--- src/rtl/freq_bcd_conv.sv ---
// rtl/freq_bcd_conv.sv - sequential binary-to-BCD converter for the frequency display
// Double-dabble over IN_W clocks; emits packed BCD, a significant-digit count and a valid pulse.
module freq_bcd_conv #(
  parameter int IN_W   = 32,
  parameter int DIGITS = 10
) (
  input  logic                clk_i,
  input  logic                rst_n_i,
  input  logic [IN_W-1:0]     frequency_i,
  input  logic                refresh_i,
  output logic [4*DIGITS-1:0] bcd_o,
  output logic [3:0]          digits_o,
  output logic                valid_o,
  output logic                busy_o
);

  localparam int BCD_W = 4 * DIGITS;
  localparam int CNT_W = $clog2(IN_W + 1);
  localparam logic [CNT_W-1:0] LAST_ITER = CNT_W'(IN_W - 1);

  typedef enum logic [1:0] {
    IDLE,
    SHIFT,
    DONE
  } state_t;

  state_t                  state;
  logic [IN_W-1:0]         last_cap;
  logic [IN_W-1:0]         shreg;
  logic [BCD_W-1:0]        acc;
  logic [BCD_W-1:0]        acc_adj;
  logic [BCD_W+IN_W-1:0]   shifted;
  logic [CNT_W-1:0]        iter;
  logic                    pending;
  logic                    changed;
  logic [3:0]              sig_digits;

  assign changed = (frequency_i != last_cap) || refresh_i;

  // Add-3 correction stays within 4 bits: a nibble >= 5 becomes at most 12.
  always_comb begin
    acc_adj = acc;
    for (int i = 0; i < DIGITS; i++) begin
      if (acc[4*i +: 4] >= 4'd5) begin
        acc_adj[4*i +: 4] = acc[4*i +: 4] + 4'd3;
      end
    end
  end

  assign shifted = {acc_adj, shreg} << 1;

  always_comb begin
    sig_digits = 4'd1;
    for (int i = 0; i < DIGITS; i++) begin
      if (acc[4*i +: 4] != 4'd0) begin
        sig_digits = 4'(i + 1);
      end
    end
  end

  always_ff @(posedge clk_i or negedge rst_n_i) begin
    if (!rst_n_i) begin
      state    <= IDLE;
      last_cap <= '0;
      shreg    <= '0;
      acc      <= '0;
      iter     <= '0;
      pending  <= 1'b0;
      bcd_o    <= '0;
      digits_o <= 4'd1;
      valid_o  <= 1'b0;
      busy_o   <= 1'b0;
    end else begin
      valid_o <= 1'b0;
      case (state)
        IDLE: begin
          if (changed || pending) begin
            shreg    <= frequency_i;
            last_cap <= frequency_i;
            acc      <= '0;
            iter     <= '0;
            pending  <= 1'b0;
            busy_o   <= 1'b1;
            state    <= SHIFT;
          end
        end
        SHIFT: begin
          acc   <= shifted[BCD_W+IN_W-1:IN_W];
          shreg <= shifted[IN_W-1:0];
          iter  <= iter + CNT_W'(1);
          // Changes seen while busy collapse into one reconversion afterwards.
          if (changed) begin
            pending <= 1'b1;
          end
          if (iter == LAST_ITER) begin
            state <= DONE;
          end
        end
        DONE: begin
          bcd_o    <= acc;
          digits_o <= sig_digits;
          valid_o  <= 1'b1;
          busy_o   <= 1'b0;
          if (changed) begin
            pending <= 1'b1;
          end
          state <= IDLE;
        end
        default: state <= IDLE;
      endcase
    end
  end

endmodule

--- config.mk ---
export PLATFORM = sky130hd
export DESIGN_NAME = freq_bcd_conv
export DESIGN_NICKNAME = d
export VERILOG_FILES = /design/src/rtl/freq_bcd_conv.sv
export SDC_FILE = /design/constraint.sdc
export NUM_CORES = 1
export LEC_CHECK = 0
export BUFFER_PORTS_ARGS = -buffer_cell sky130_fd_sc_hd__buf_4
export CELL_PAD_IN_SITES_DETAIL_PLACEMENT = 1
export CELL_PAD_IN_SITES_GLOBAL_PLACEMENT = 1
export CORE_ASPECT_RATIO = 0.8
export CORE_MARGIN = 2
export CORE_UTILIZATION = 46
export CTS_CLUSTER_SIZE = 25
export DETAILED_ROUTE_END_ITERATION = 16
export PLACE_DENSITY = 0.87
export SYNTH_ARGS = -nofsm -noshare
export SYNTH_HDL_FRONTEND = slang
export SYNTH_SLANG_ARGS = --single-unit
--- constraint.sdc ---
create_clock -name clk_i -period 2.4 [get_ports clk_i]
set_input_delay 0.24 -clock clk_i [delete_from_list [all_inputs] [get_ports clk_i]]
set_output_delay 0.24 -clock clk_i [all_outputs]
set_load 0.02 [all_outputs]
==> run metrics <==
diode count 0; Nets ~910; status finished, violations left; via count 6292; Die Y 119.5 microns; latest clock arrival within the worst-skew pair 0.43 ns; Max clock buf depth 2; Cells after Synth about 760; pin count of the biggest net entering global routing 54; top cells by area in the synthesized netlist dfrtp_1, mux2_2, nand2_1, o22ai_1, ha_1; initial antenna violation count 0; drt via density 5.799; total track usage 0.2456; share of cells above drive strength 1 0.2439; Crit path buffers/inverters 2; Seq/Total Area, Yosys 0.5185; die width 148.4 microns; Min Clock Period, post-route 2.409 ns; synth unique cells 52; count leader, synth dfrtp_1; final setup TNS -0.008545 ns; CP Data Required Time between 2 and 3 ns; dominant cell type by area after synthesis dfrtp_1; CP top delay family compound AO/OA/AOI/OAI gates; Worst path slowest cell dfrtp_1; Avg Cell Area, Syn 10.06 sq um; Power Total 9.164 mW; final period utilization 1.004; Yosys Warn Count 0; Synth top cells by count dfrtp_1, nand2_1, o22ai_1, a21oi_1, o21ai_0; I/O pin count 81; Syn Nets 822; Crit. End Element flop; first-pass GRT wire length 34.47 mm; GRT overflow 0; core area 16450 sq um; number of global-route vias before repair 6424; TritonCTS clock tree built; fraction of registers with async set/reset 1.000; Power Dens Cells between 900 and 1000 nW/um^2; cells along the critical path xor2_1 -> a2111o_1 -> a2111oi_4 -> nand4_4 -> o31ai_4 -> buf_6 -> clkbuf_16 -> o22ai_1 -> a21oi_1; Seq cells post-synth ~160; Setup Crit Path Kind reg -> reg; CTS sink cnt about 160; Clock Skew 0.01565 ns; top-area cell type share of the netlist area 0.5151; worst-margin pin slew 0.5714 ns; setup ws final -0.008545 ns; Area Growth Syn to Fin 24.29%; clk root buf clkbuf_16; Post-synth EDFFs 0; Synth Flop Type dfrtp_1; DRC violations left 0; HP Class in -> reg; FMAX 415.2 MHz; Final Hold Fails 0; Worst Path Max Fanout 20; max_cap viols 0; post-route ant nets 0; Fin Hold WS 0.03670 ns; startpoint types flop; WL/cell ~20 microns; RSZ-0062 raised after global routing yes; setup violators final 1; Rows 42; Worst EP arrival 2.75 ns; Reg clk slew, reported paths 0.06 ns; drt initial violations 355; CTS Buf Count 17; cell leakage power around 4.2 nW; Initial Util 0.4667; highest cell delay on the worst timing path around 0.4 ns; Cell Area, Synth 7676 sq um; gpl congestion 0.7709; Post-DP HPWL 13.62 mm; final WL 21.69 mm; die area 17740 sq um; Slew Viols, Final 0; count of input and output buffers 80; TritonRoute pass-1 iters 5; maximum VDD drop 0.0004407 V; slew margin rel. 0.6191; H-tree Lvls 4; final core occ 0.5800; failing checks setup timing
## final timing paths
path | start | end | depth (start not counted) | slack, ns
max | last_cap[8] | shreg[31] | 9 | -0.009
min | frequency_i[14] | last_cap[14] | 3 | 0.04
max reg2reg | last_cap[8] | shreg[31] | 9 | -0.009
min reg2reg | digits_o[3] | digits_o[3] | 1 | 0.49
max in group asynchronous | rst_n_i | digits_o[0] | 3 | 1.29
min in group asynchronous | rst_n_i | shreg[23] | 2 | 0.37
## report_power, final
group | switching (mW) | total [mW] | internal (mW)
registers | 0.644 | 3.92 | 3.27
clock network | 1.08 | 2.90 | 1.82
logic | 1.29 | 2.35 | 1.06
## layout by cell type (no fill, tap or decap), drive strengths merged, types with 24 or more instances in the layout
cell type / Yosys / routed
inv: 37 / 37
mux2: 42 / 42
ha: 24 / 24
xnor2: 29 / 29
o21ai: 56 / 56
nand2: 122 / 122
o22ai: 67 / 67
clkbuf: 22 / 25
dfrtp: 158 / 158
buf: 16 / 105
a21oi: 59 / 59
## state kept, by name, indices dropped and copies added, names as in the netlist
register,count
state,2
busy_o,1
valid_o,1
digits_o,4
iter,6
bcd_o,40
acc,40
last_cap,32
pending,1
shreg,32
## through the flow
step / cell area, sq um / worst slack (ns) / cells
after floorplan: 7676 / 0.2989 / 763
after global placement: 8686 / 0.1729 / 1048
after detailed placement: 8686 / 0.01610 / 1048
after CTS: 9334 / 0.002667 / 1080
after global routing: 9540 / -0.1207 / 1085
final: 9540 / -0.008545 / 1085
## cells by family (layout without fill, tap and decap cells)
| logic type | Yosys count | after routing | share of synthesized area |
|---|---|---|---|
| AND/OR/NAND/NOR | 201 | 201 | 0.1205 |
| multiplexers | 42 | 42 | 0.06161 |
| flip-flops | 159 | 159 | 0.5185 |
| AO/OA/AOI/OAI | 224 | 224 | 0.1782 |
| adder cells (fa/ha/maj) | 24 | 24 | 0.03912 |
| XOR/XNOR | 37 | 37 | 0.04222 |
| buffers and inverters | 76 | 178 | 0.03993 |
## worst register-to-register path, delay by kind of cell, from the launching register on
kind | cells | cell delay (ns)
AO/OA/AOI/OAI | 5 | 1.13
XOR/XNOR | 1 | 0.15
buffers and inverters | 2 | 0.42
flip-flops | 1 | 0.39
AND/OR/NAND/NOR | 1 | 0.24
## cell type report
| type | instances | area [sq um] |
|---|---|---|
| fill | 1773 | 6908 |
| sequential | 159 | 3980 |
| inverter | 38 | 142.6 |
| timing repair buffer | 109 | 992.2 |
| clock inverter | 9 | 157.7 |
| tap | 220 | 275.3 |
| multi-input combinational | 528 | 3518 |
| clock buffer | 22 | 474.2 |
## per-layer routing
metal	vias up	part of all wire	GRT usage	wire (microns)
li1	2873	-	-	-
met1	3245	0.44	0.3408	9647
met2	147	0.50	0.4045	10880
met3	27	0.040	0.03802	867
met4	0	0.014	0.06726	293
met5	-	0	0	0
## repair_timing
action | CTS | global route
pin swaps | 0 | 1
hold endpoints to repair | 50 | 0
buffers inserted | 0 | 2
endpoints found under the setup margin | 13 | 54
gates cloned | 0 | 3
hold buffers | 1 | 0
resized for setup | 1 | 24
No activity file was read; power rests on OpenSTA's default activity.
